## config.mk

```make
export PLATFORM = sky130hd
export DESIGN_NAME = lane_sensor_decoder
export DESIGN_NICKNAME = d
export VERILOG_FILES = /design/src/rtl/parking_pkg.sv /design/src/rtl/sensor_debounce.sv /design/src/rtl/lane_sensor_decoder.sv
export SDC_FILE = /design/constraint.sdc
export NUM_CORES = 1
export LEC_CHECK = 0
export CAP_MARGIN = 20
export CORE_MARGIN = 2
export CORE_UTILIZATION = 60
export CTS_BUF_LIST = sky130_fd_sc_hd__clkbuf_8
export DETAILED_ROUTE_END_ITERATION = 7
export PLACE_DENSITY_LB_ADDON = 0.2
export SLEW_MARGIN = 20
export SYNTH_ARGS = -nofsm -noshare
export SYNTH_HDL_FRONTEND = slang
export SYNTH_SLANG_ARGS = --single-unit
```

## constraint.sdc

```tcl
create_clock -name CLK -period 1.6 [get_ports CLK]
set_input_delay 0.16 -clock CLK [delete_from_list [all_inputs] [get_ports CLK]]
set_output_delay 0.16 -clock CLK [all_outputs]
set_load 0.05 [all_outputs]
```

## src/rtl/parking_pkg.sv

```systemverilog
// Shared types for the parking lane front-end: passage-tracking states and
// the {outer, inner} filtered sensor pair encoding.
package parking_pkg;

  typedef enum logic [2:0] {
    IDLE,
    ENT_1,
    ENT_2,
    ENT_3,
    EXT_1,
    EXT_2,
    EXT_3,
    ABORT
  } lane_state_t;

  localparam logic [1:0] SNS_NONE  = 2'b00;
  localparam logic [1:0] SNS_INNER = 2'b01;
  localparam logic [1:0] SNS_OUTER = 2'b10;
  localparam logic [1:0] SNS_BOTH  = 2'b11;

endpackage

```

## src/rtl/sensor_debounce.sv

```systemverilog
// Two-flop synchroniser followed by a run-length debounce filter for one
// induction-loop sensor.
module sensor_debounce #(
  parameter int unsigned DEBOUNCE = 4
) (
  input  logic CLK,
  input  logic RST,
  input  logic sens,
  output logic filt
);

  localparam int unsigned CW = (DEBOUNCE > 1) ? $clog2(DEBOUNCE) : 1;
  localparam logic [CW-1:0] CNT_LAST = CW'(DEBOUNCE - 1);

  logic          sync_1;
  logic          sync_2;
  logic [CW-1:0] cnt;

  // The counter measures how long sync_2 has disagreed with filt.
  always_ff @(posedge CLK or negedge RST) begin
    if (!RST) begin
      sync_1 <= 1'b0;
      sync_2 <= 1'b0;
      cnt    <= '0;
      filt   <= 1'b0;
    end else begin
      sync_1 <= sens;
      sync_2 <= sync_1;
      if (sync_2 == filt) begin
        cnt <= '0;
      end else if (cnt == CNT_LAST) begin
        filt <= sync_2;
        cnt  <= '0;
      end else begin
        cnt <= cnt + CW'(1);
      end
    end
  end

endmodule

```

## src/rtl/lane_sensor_decoder.sv

```systemverilog
// Gate-lane front-end: debounces both loop sensors and tracks the passage
// direction, pulsing enter/exit on completed passages and err on aborts.
module lane_sensor_decoder
  import parking_pkg::*;
#(
  parameter int unsigned DEBOUNCE = 4,
  parameter int unsigned TIMEOUT  = 1000
) (
  input  logic CLK,
  input  logic RST,
  input  logic sens_outer,
  input  logic sens_inner,
  output logic enter,
  output logic exit,
  output logic busy,
  output logic err
);

  localparam int unsigned CNT_W = $clog2(TIMEOUT + 1);
  localparam logic [CNT_W-1:0] TMO_LAST = CNT_W'(TIMEOUT - 1);

  logic             o;
  logic             i;
  logic [1:0]       sns;
  lane_state_t      state_q;
  lane_state_t      state_d;
  logic [CNT_W-1:0] tmo_cnt;
  logic             tracking;
  logic             enter_d;
  logic             exit_d;
  logic             err_d;

  sensor_debounce #(.DEBOUNCE(DEBOUNCE)) u_outer (
    .CLK  (CLK),
    .RST  (RST),
    .sens (sens_outer),
    .filt (o)
  );

  sensor_debounce #(.DEBOUNCE(DEBOUNCE)) u_inner (
    .CLK  (CLK),
    .RST  (RST),
    .sens (sens_inner),
    .filt (i)
  );

  assign sns      = {o, i};
  assign tracking = (state_q != IDLE) && (state_q != ABORT);
  assign busy     = (state_q != IDLE);

  // Next state: the passage must walk the outer/both/inner ladder in order.
  always_comb begin
    state_d = state_q;
    case (state_q)
      IDLE: begin
        case (sns)
          SNS_OUTER: state_d = ENT_1;
          SNS_INNER: state_d = EXT_1;
          SNS_BOTH:  state_d = ABORT;
          default:   ;
        endcase
      end
      ENT_1: begin
        case (sns)
          SNS_BOTH:  state_d = ENT_2;
          SNS_NONE:  state_d = IDLE;
          SNS_INNER: state_d = ABORT;
          default:   ;
        endcase
      end
      ENT_2: begin
        case (sns)
          SNS_INNER: state_d = ENT_3;
          SNS_OUTER: state_d = ENT_1;
          SNS_NONE:  state_d = ABORT;
          default:   ;
        endcase
      end
      ENT_3: begin
        case (sns)
          SNS_NONE:  state_d = IDLE;
          SNS_BOTH:  state_d = ENT_2;
          SNS_OUTER: state_d = ABORT;
          default:   ;
        endcase
      end
      EXT_1: begin
        case (sns)
          SNS_BOTH:  state_d = EXT_2;
          SNS_NONE:  state_d = IDLE;
          SNS_OUTER: state_d = ABORT;
          default:   ;
        endcase
      end
      EXT_2: begin
        case (sns)
          SNS_OUTER: state_d = EXT_3;
          SNS_INNER: state_d = EXT_1;
          SNS_NONE:  state_d = ABORT;
          default:   ;
        endcase
      end
      EXT_3: begin
        case (sns)
          SNS_NONE:  state_d = IDLE;
          SNS_BOTH:  state_d = EXT_2;
          SNS_INNER: state_d = ABORT;
          default:   ;
        endcase
      end
      ABORT: begin
        if (sns == SNS_NONE) state_d = IDLE;
      end
      default: state_d = IDLE;
    endcase
    // A stalled passage is abandoned even if the sensors moved this cycle.
    if (tracking && (tmo_cnt == TMO_LAST)) state_d = ABORT;
  end

  assign enter_d = (state_q == ENT_3) && (state_d == IDLE);
  assign exit_d  = (state_q == EXT_3) && (state_d == IDLE);
  assign err_d   = (state_d == ABORT) && (state_q != ABORT);

  always_ff @(posedge CLK or negedge RST) begin
    if (!RST) begin
      state_q <= IDLE;
      tmo_cnt <= '0;
      enter   <= 1'b0;
      exit    <= 1'b0;
      err     <= 1'b0;
    end else begin
      state_q <= state_d;
      enter   <= enter_d;
      exit    <= exit_d;
      err     <= err_d;
      if ((state_d != state_q) || !tracking) begin
        tmo_cnt <= '0;
      end else if (tmo_cnt != TMO_LAST) begin
        tmo_cnt <= tmo_cnt + CNT_W'(1);
      end
    end
  end

endmodule
```

==> results.txt, run 1 <==
Outcome -> completed
Antenna-violating nets left -> 0
Worst-skew pair later-pin latency -> 0.27 ns
GPL Wtd Cong -> 0.9307
Area contributors post-synth -> dfrtp_1 48%, nor2b_1 4.6%, nor2_1 4.2%
Slew HR -> 0.8087
CP Data Required Time -> 1.44 ns
CTS Buffer Depth -> 2
Synthesized area per cell -> 9.485 µm²
Post-CTS Hold Fix Bufs -> 0
Overall power -> 2.552 mW
Pre-CTS setup slack -> 0.02605 ns
H-tree depth -> 1
Starting Density -> 0.6251
Worst-Margin Slew -> 0.2840 ns
CP arrival -> 1.40 ns
CP max stage cell -> dfrtp_2
Antenna Cells -> 0
R2R depth -> 6
Nets -> 171
R2r endpoint -> state_q[2]$_DFF_PN0_
Commonest cells post-synth -> 26 x dfrtp_1, 15 x nor2_1, 10 x nor2b_1
Synth area leader -> dfrtp_1
Initial antenna violation count -> 0
Cell row count -> 17
EDFF count, synth -> 0
GRT Total Usage -> 0.2102
Worst vdd ir -> 0.8655 mV
Syn Inst Count -> 143
Initial DRC count -> 23
Worst-path fanout max -> 10
Port bufs -> 7
#FFs+latches synth -> 26
DRC -> 0
Setup ws final -> 0.04102 ns
Skew final -> 0.003184 ns
Syn Nets -> 150
Clock Tree Root -> clkbuf_8
Synth async-reset ratio -> 1.000
Setup slack, reg-to-reg -> 0.08 ns
RR Startpoint -> tmo_cnt[0]$_DFFE_PN0P_
Setup Crit Path Kind -> reg -> out
Max_cap viols -> 0
Post-Syn Area -> 1356 µm²
DR vias -> 1,074
Startpoint Class -> register
DR vias/cell -> 5.623
Clock slew at reported path FFs -> 0.09 ns
Crit end category -> output port
CTS tree -> done
Crit-path cells -> or3_1 -> buf_4
Setup violators final -> 0
Hold Path Class -> in -> async
Final worst-path cycle share -> 0.9744
Final Cell Area -> 1635 µm²
DRT Pass-1 Iters -> 4
Cts bufs inserted -> 3
Area fraction of the dominant cell type after synthesis -> 0.4797
Fin util -> 0.7537
Io pins -> 8
Die X -> 51.55 µm
Die area -> 2657 µm²
Count of different cell masters after synthesis -> 38
Yosys warnings -> 0
Detailed Route WL -> 2572 µm
Top-count cell post-synth -> dfrtp_1
Synthesis-to-layout area growth -> 20.57%
Max-slew violations -> 0
Die height -> 51.55 µm
Placed cell area -> 1489 µm²
Fraction of layout cells with a size suffix above 1 -> 0.2393
Lkg Pwr -> 0.7125 nW
Final min period -> 1.559 ns
Core Area -> 2170 µm²
First-pass GRT wire length -> 4160 µm
Slowest stage delay, CP -> 0.48 ns
Sequential fraction of the synthesis area -> 0.4797
DP Wirelength -> 1786 µm
Vias in the first global route -> 989
Ys flop type -> dfrtp_1
Power per cell area -> 1561 nW/µm²
Routed length per instance -> 13.47 µm
Largest net degree at the start of global routing -> 16
Hold Vio Cnt, Final -> 0
GR Overflow Total -> 0
TritonCTS Sinks -> 26
Fmax -> 0.6414 GHz
-- worst max path at each step --
stage	from	end	slack (ns)	cells past startpoint
2_1_floorplan	state_q[1]$_DFF_PN0_	state_q[2]$_DFF_PN0_	0.03	4
3_3_place_gp	tmo_cnt[0]$_DFFE_PN0P_	err$_DFF_PN0_	0.09	6
3_5_place_dp	tmo_cnt[0]$_DFFE_PN0P_	err$_DFF_PN0_	0.03	6
4_1_cts	tmo_cnt[0]$_DFFE_PN0P_	err$_DFF_PN0_	0.005	6
5_1_grt	tmo_cnt[0]$_DFFE_PN0P_	state_q[1]$_DFF_PN0_	-0.03	7
6_report	state_q[2]$_DFF_PN0_	busy	0.04	2
-- sequential cells by signal (all words and copies together), names as in the netlist --
register and cells:
u_outer.filt 1, u_outer.cnt 2, state_q 3, err 1, u_inner.cnt 2, u_outer.sync_1 1, u_inner.sync_1 1, u_inner.sync_2 1
u_inner.filt 1, tmo_cnt 10, u_outer.sync_2 1, exit 1, enter 1
-- stage by stage --
stage               hold slack (ns)  cells   TNS, ns
floorplan                   -0.1356    143         0
global placement             0.3320    181         0
detailed placement           0.3347    181         0
CTS                          0.2084    185         0
global route                 0.2518    191  -0.04293
finish                       0.2073    191         0
-- repair_timing --
item,4_1_cts,5_1_grt
endpoints found under the setup margin,1,10
pin swaps,0,2
gates cloned,0,0
gates resized for setup,2,10
buffers inserted,0,6
-- cell usage in the layout (no fill, tap or decap), types with 2 or more instances in the layout --
cell type         n
and3_1            2
a21oi_1           9
nand2_1           8
dfrtp_1          22
xor2_1            3
ha_1              2
nand3_1           7
dfrtp_2           4
o21ai_0           7
nor3_1            4
inv_1             5
clkbuf_8          4
and2_1            2
clkdlybuf4s50_1   3
o21ai_1           2
nand2b_1          3
nor2b_1           8
nor2_1           14
a221oi_1          3
nand4_1           2
buf_4            18
and2b_1           2
nor2_2            6
xnor2_1           4
-- area by class of cell --
class	count	area (µm²)
fillers	165	534.3
well taps	28	35.03
clock buffers	4	55.05
flip-flops and latches	26	655.6
inverters	5	18.77
repair buffers	21	165.2
multi-input cells	107	705.7
-- logic make-up after synthesis --
group                    Yosys count  share of synthesized area
adder cells (fa/ha/maj)            3                    0.02768
AO/OA/AOI/OAI                     29                     0.1338
multiplexers                       1                   0.007380
XOR/XNOR                           8                    0.05720
buffers and inverters             10                    0.03044
AND/OR/NAND/NOR                   66                     0.2638
flip-flops                        26                     0.4797
-- worst max-delay path, delay by kind of cell (launching register included) --
kind / cells / cell delay, ns
flip-flops: 1 / 0.48
buffers and inverters: 1 / 0.22
AND/OR/NAND/NOR: 1 / 0.43
-- report_power, final --
part / internal (mW) / switching [mW] / leakage [nW] / total (mW)
clock: 0.220 / 0.198 / 0.0288 / 0.418
combinational: 0.541 / 0.637 / 0.347 / 1.18
sequential: 0.791 / 0.166 / 0.337 / 0.957
total: 1.55 / 1.00 / 0.713 / 2.55
-- metal layers --
| layer | vias up | GRT usage | share of wire | routed length [µm] |
|---|---|---|---|---|
| li1 | 537 | - | - | - |
| met1 | 517 | 0.2631 | 0.46 | 1173 |
| met2 | 15 | 0.3590 | 0.51 | 1308 |
| met3 | 5 | 0.03736 | 0.021 | 54 |
| met4 | 0 | 0.08772 | 0.014 | 36 |
| met5 | - | 0 | 0 | 0 |
Note: power is estimated with default switching activity, not from simulation.
==> run 2: changes to the inputs <==
- CELL_PAD_IN_SITES_DETAIL_PLACEMENT: default -> 1
- CELL_PAD_IN_SITES_GLOBAL_PLACEMENT: default -> 1
- CORE_UTILIZATION: 60 -> 47
==> run 2 against run 1 <==
Setup slack better by 0.019 ns. First-iteration DRC count is 78% higher. Fmax is 1.3% higher. Core utilization is 15 points lower. Largest power group unchanged. Sequential share of layout area is 0.63 points lower. Critical endpoint unchanged. Clock skew is 0.0034 ns higher. Sequential cell count stayed put. Critical path depth stayed put. Global-route usage is 1.1 points higher.
==> results.txt, run 2 (synthesis gave the netlist of run 1 again) <==
CTS tree -> done (unchanged)
Port bufs -> 7 (unchanged)
GR Overflow Total -> 0 (unchanged)
Worst Setup SP -> state_q[2]$_DFF_PN0_ (unchanged)
First-pass GRT wire length -> 5554 µm (was 4160 µm)
Footprint of the multi-input gates -> 708.2 µm² (was 705.7 µm²)
Largest regs -> tmo_cnt (10), state_q (3) (unchanged)
Die height -> 57.72 µm (was 51.55 µm)
Detailed Route WL -> 3252 µm (was 2572 µm)
H-tree depth -> 1 (unchanged)
CP max stage cell -> dfrtp_2 (unchanged)
Crit-path cells -> or3_4 -> buf_6 (was or3_1 -> buf_4)
GPL Wtd Cong -> 0.8351 (was 0.9307)
Commonest non-fill, non-tap cell in the layout -> dfrtp_1 (unchanged)
CP Data Required Time -> 1.44 ns (about the same)
DR vias -> 1,111 (was 1,074)
Register bank with the most flops -> tmo_cnt (unchanged)
Antenna-violating nets left -> 0 (unchanged)
Io pins -> 8 (unchanged)
Power per cell area -> 1657 nW/µm² (was 1561 nW/µm²)
Setup slack, reg-to-reg -> 0.07 ns (was 0.08 ns)
RR Startpoint -> state_q[2]$_DFF_PN0_ (was tmo_cnt[0]$_DFFE_PN0P_)
Clock slew at reported path FFs -> 0.09 ns (about the same)
Setup violators final -> 0 (unchanged)
Worst vdd ir -> 0.9473 mV (was 0.8655 mV)
Lkg Pwr -> 0.7214 nW (was 0.7125 nW)
Antenna Cells -> 0 (unchanged)
Final worst-path cycle share -> 0.9623 (was 0.9744)
CTS Buffer Depth -> 2 (unchanged)
Die area -> 3332 µm² (was 2657 µm²)
TritonCTS Sinks -> 26 (unchanged)
Startpoint Class -> register (unchanged)
GRT Total Usage -> 0.2217 (was 0.2102)
Largest net degree at the start of global routing -> 27 (was 16)
Starting Density -> 0.4918 (was 0.6251)
Slowest stage delay, CP -> 0.50 ns (was 0.48 ns)
Max reg flops -> 10 (unchanged)
DRT Pass-1 Iters -> 4 (unchanged)
Nets -> 171 (unchanged)
DP Wirelength -> 2289 µm (was 1786 µm)
Fin util -> 0.6025 (was 0.7537)
Core Area -> 2758 µm² (was 2170 µm²)
Fraction of layout cells with a size suffix above 1 -> 0.2577 (was 0.2393)
Worst path bufs/invs -> 1 (unchanged)
Clock Tree Root -> clkbuf_8 (unchanged)
DR vias/cell -> 5.727 (was 5.623)
Final min period -> 1.540 ns (was 1.559 ns)
Vias in the first global route -> 1,149 (was 989)
Cts bufs inserted -> 3 (unchanged)
Routed length per instance -> 16.76 µm (was 13.47 µm)
Initial DRC count -> 41 (was 23)
Hold Vio Cnt, Final -> 0 (unchanged)
Skew final -> 0.006629 ns (was 0.003184 ns)
Outcome -> completed (unchanged)
Layout fillers -> 315 (was 165)
Kind of cell adding the most delay to the critical path -> flip-flops (unchanged)
Register Area -> 655.6 µm² (unchanged)
Cell row count -> 19 (was 17)
Hold Path Class -> in -> async (unchanged)
Worst-skew pair later-pin latency -> 0.28 ns (was 0.27 ns)
Final Cell Area -> 1662 µm² (was 1635 µm²)
Max_cap viols -> 0 (unchanged)
Setup TNS -> 0 ns (unchanged)
Setup Crit Path Kind -> reg -> out (unchanged)
Post-CTS Hold Fix Bufs -> 0 (unchanged)
Placed cell area -> 1500 µm² (was 1489 µm²)
Max-slew violations -> 0 (unchanged)
CP arrival -> 1.38 ns (was 1.40 ns)
Worst-Margin Slew -> 0.3383 ns (was 0.2840 ns)
Most frequent cells in the layout -> 22 x dfrtp_1, 17 x buf_4, 14 x nor2_1 (was 22 x dfrtp_1, 18 x buf_4, 14 x nor2_1)
Crit end category -> output port (unchanged)
Worst-path fanout max -> 11 (was 10)
R2R depth -> 5 (was 6)
DRC -> 0 (unchanged)
Fmax -> 0.6495 GHz (was 0.6414 GHz)
Die X -> 57.72 µm (was 51.55 µm)
Slew HR -> 0.7745 (was 0.8087)
R2r endpoint -> state_q[1]$_DFF_PN0_ (was state_q[2]$_DFF_PN0_)
Synthesis-to-layout area growth -> 22.51% (was 20.57%)
Initial antenna violation count -> 0 (unchanged)
## run 2: changes by cell type in the layout (fill, tap and decap cells not counted), sizes merged
cell / before / now
bufinv: 0 / 1
clkbuf: 4 / 3
## run 2: repair_timing
item | CTS | global route
endpoints found under the setup margin | 8 | 10
pin swaps | 0 | 2
gates resized for setup | 5 | 10
cloned | 0 | 0
buffers inserted | 0 | 5
## run 2: cell type report
cell class              instances  share of cell area
clock inverters                 1             0.01807
multi-input cells             107              0.4262
well taps                      31             0.02334
clock buffers                   3             0.02485
repair buffers                 21              0.1017
flip-flops and latches         26              0.3946
inverters                       5             0.01130
## run 2: worst max path at each step
stage                                         to  slack (ns)  cells after the start
final                                       busy        0.06                      2
after global routing        state_q[1]$_DFF_PN0_       -0.02                      5
after CTS                          err$_DFF_PN0_        0.02                      6
after detailed placement           err$_DFF_PN0_      -0.007                      6
after global placement    tmo_cnt[5]$_DFFE_PN0P_        0.07                      5
after floorplan             state_q[2]$_DFF_PN0_        0.03                      4
## run 2: metal layers
metal	part of all wire	up-vias	track usage
li1	-	533	-
met1	0.42	563	0.2775
met2	0.55	10	0.3766
met3	0.022	5	0.04911
met4	0.011	0	0.07973
met5	0	-	0
## run 2: through the flow
stage | total power [mW] | setup slack [ns] | cells | hold slack (ns)
6_report | 2.753 | 0.06029 | 194 | 0.2438
5_1_grt | 2.954 | -0.02358 | 194 | 0.2545
4_1_cts | 2.705 | 0.01563 | 189 | 0.2521
3_5_place_dp | 2.124 | -0.007218 | 185 | 0.3411
3_3_place_gp | 2.062 | 0.07209 | 185 | 0.3323
2_1_floorplan | 1.744 | 0.02638 | 143 | -0.1356
## run 2: power by group
part	switching, mW	leakage (nW)	internal [mW]	total (mW)
clock	0.216	0.0357	0.335	0.551
combinational	0.673	0.349	0.568	1.24
sequential	0.174	0.337	0.788	0.962
==> run 3: changes to the inputs <==
- CTS_BUF_LIST: sky130_fd_sc_hd__clkbuf_8 -> sky130_fd_sc_hd__clkbuf_4 sky130_fd_sc_hd__clkbuf_8
- REMOVE_ABC_BUFFERS: default -> 1
==> run 3 against run 2 <==
Clock skew up 0.00091 ns. Count of clock-buffer cells in the layout up 1. Wire length up 2.8%. Highest routed layer unchanged. Largest cell class unchanged. Cell area up 2.9%. Final cell count up 3.1%. Sequential share of layout area down 1.2 points. Clock power down 39%. Non-clock buffer count up 6.
==> results.txt, run 3 (synthesis gave the netlist of run 1 again) <==
Max reg flops -> 10 (unchanged)
Synthesis-to-layout area growth -> 26.01% (was 22.51%)
DP Wirelength -> 2286 µm (was 2289 µm)
Detailed Route WL -> 3343 µm (was 3252 µm)
Io pins -> 8 (unchanged)
Setup Crit Path Kind -> reg -> out (unchanged)
CP arrival -> 1.42 ns (was 1.38 ns)
Most frequent cells in the layout -> 23 x dfrtp_1, 21 x buf_4, 14 x nor2_1 (was 22 x dfrtp_1, 17 x buf_4, 14 x nor2_1)
Sequential Power Share -> 0.330 (was 0.349)
Fin util -> 0.6198 (was 0.6025)
Register Area -> 654.4 µm² (was 655.6 µm²)
GRT Total Usage -> 0.2179 (was 0.2217)
Clock slew at reported path FFs -> 0.14 ns (was 0.09 ns)
Post-CTS Hold Fix Bufs -> 0 (unchanged)
Footprint of the multi-input gates -> 735.7 µm² (was 708.2 µm²)
Clock share of power -> 0.121 (was 0.200)
Die X -> 57.72 µm (unchanged)
Commonest non-fill, non-tap cell in the layout -> dfrtp_1 (unchanged)
Worst-Margin Slew -> 0.3610 ns (was 0.3383 ns)
Final min period -> 1.584 ns (was 1.540 ns)
Startpoint Class -> register (unchanged)
Antenna-violating nets left -> 0 (unchanged)
R2r endpoint -> tmo_cnt[6]$_DFFE_PN0P_ (was state_q[1]$_DFF_PN0_)
Starting Density -> 0.4918 (unchanged)
Sw power -> 1.124 mW (was 1.062 mW)
Skew final -> 0.007539 ns (was 0.006629 ns)
Fraction of layout cells with a size suffix above 1 -> 0.2781 (was 0.2577)
Die area -> 3332 µm² (unchanged)
Crit end category -> output port (unchanged)
Worst vdd ir -> 1.335 mV (was 0.9473 mV)
Hold Slack -> 0.1837 ns (was 0.2438 ns)
Worst-skew pair later-pin latency -> 0.33 ns (was 0.28 ns)
Comb power frac -> 0.549 (was 0.451)
DRC -> 0 (unchanged)
Vias in the first global route -> 1,199 (was 1,149)
Initial antenna violation count -> 0 (unchanged)
Slew HR -> 0.7594 (was 0.7745)
Lkg Pwr -> 0.7474 nW (was 0.7214 nW)
CTS Buffer Depth -> 2 (unchanged)
Sw Ratio -> 0.4053 (was 0.3858)
Core Area -> 2758 µm² (unchanged)
RSZ-0062 raised after global routing -> true
Setup violators final -> 0 (unchanged)
Cts bufs inserted -> 3 (unchanged)
DR vias/cell -> 5.725 (was 5.727)
TritonCTS Sinks -> 26 (unchanged)
CP Data Required Time -> 1.44 ns (about the same)
Cell row count -> 19 (unchanged)
Fmax -> 0.6312 GHz (was 0.6495 GHz)
Layout fillers -> 317 (was 315)
Nets -> 177 (was 171)
GPL Wtd Cong -> 0.8089 (was 0.8351)
Largest net degree at the start of global routing -> 27 (unchanged)
Max-slew violations -> 0 (unchanged)
First-pass GRT wire length -> 5554 µm (unchanged)
Hold Path Class -> in -> async (unchanged)
Final worst-path cycle share -> 0.9902 (was 0.9623)
Outcome -> completed (unchanged)
RR Startpoint -> state_q[0]$_DFF_PN0_ (was state_q[2]$_DFF_PN0_)
Clock Tree Root -> clkbuf_4 (was clkbuf_8)
Int Pwr -> 1.650 mW (was 1.691 mW)
Largest regs -> tmo_cnt (10), state_q (3) (unchanged)
DR vias -> 1,145 (was 1,111)
Port bufs -> 7 (unchanged)
Routed length per instance -> 16.72 µm (was 16.76 µm)
Power per cell area -> 1623 nW/µm² (was 1657 nW/µm²)
Pre-CTS setup slack -> -0.01968 ns (was -0.007218 ns)
R2R depth -> 6 (was 5)
DRT Pass-1 Iters -> 4 (unchanged)
Die height -> 57.72 µm (unchanged)
Overall power -> 2.774 mW (was 2.753 mW)
Hold Vio Cnt, Final -> 0 (unchanged)
Initial DRC count -> 27 (was 41)
Register bank with the most flops -> tmo_cnt (unchanged)
Setup ws final -> 0.01576 ns (was 0.06029 ns)
Setup slack, reg-to-reg -> 0.03 ns (was 0.07 ns)
H-tree depth -> 1 (unchanged)
Max_cap viols -> 0 (unchanged)
Worst-path fanout max -> 3 (was 11)
CTS tree -> done (unchanged)
Antenna Cells -> 0 (unchanged)
GR Overflow Total -> 0 (unchanged)
-- run 3: power groups by stage --
stage               combinational (mW)  sequential (mW)  clock, mW
floorplan                        0.706            0.999          0
global placement                  1.15            0.966          0
detailed placement                1.20            0.979          0
CTS                               1.38            0.894      0.351
global route                      1.67            0.932      0.368
finish                            1.52            0.915      0.335
-- run 3: area by class of cell --
class / count / area share
inverter: 5 / 0.01098
sequential: 26 / 0.3829
timing repair buffer: 27 / 0.1318
multi-input combinational: 107 / 0.4305
tap: 31 / 0.02269
clock buffer: 4 / 0.02123
-- run 3: critical path, stage by stage, from the launching register on --
cell and delay (ns):
dfrtp_2 0.44, or3_4 0.39, buf_6 0.13, buf_8 0.14
-- run 3: how the worst max path moves through the flow --
| stage | start | end | slack, ns | cells past startpoint |
|---|---|---|---|---|
| floorplan | state_q[1]$_DFF_PN0_ | state_q[2]$_DFF_PN0_ | -0.08 | 4 |
| global placement | tmo_cnt[0]$_DFFE_PN0P_ | err$_DFF_PN0_ | -0.03 | 6 |
| detailed placement | tmo_cnt[0]$_DFFE_PN0P_ | err$_DFF_PN0_ | -0.02 | 6 |
| CTS | state_q[2]$_DFF_PN0_ | busy | -0.009 | 3 |
| global route | state_q[1]$_DFF_PN0_ | tmo_cnt[5]$_DFFE_PN0P_ | -0.07 | 6 |
| finish | state_q[2]$_DFF_PN0_ | busy | 0.02 | 3 |
-- run 3: per-stage QoR --
step | std cells | setup TNS [ns] | instance area [µm²]
final | 200 | 0 | 1709
after global routing | 200 | -0.3288 | 1709
after CTS | 198 | -0.008664 | 1617
after detailed placement | 189 | -0.01968 | 1530
after global placement | 189 | -0.03386 | 1530
after floorplan | 138 | -0.08261 | 1334
-- run 3: metal layers --
layer  routed length, µm  part of all wire  vias to the layer above  GRT usage
met5                   0                 0                        -          0
met4                  41             0.012                        0    0.07973
li1                    -                 -                      548          -
met3                  77             0.023                        4    0.02009
met2                1792              0.54                       16     0.3929
met1                1431              0.43                      577     0.2703
-- run 3: repair_timing --
action | 4_1_cts | 5_1_grt
buffers inserted | 5 | 2
setup endpoints to repair | 10 | 10
resized for setup | 6 | 16
pin swaps | 1 | 4
gates cloned | 0 | 0
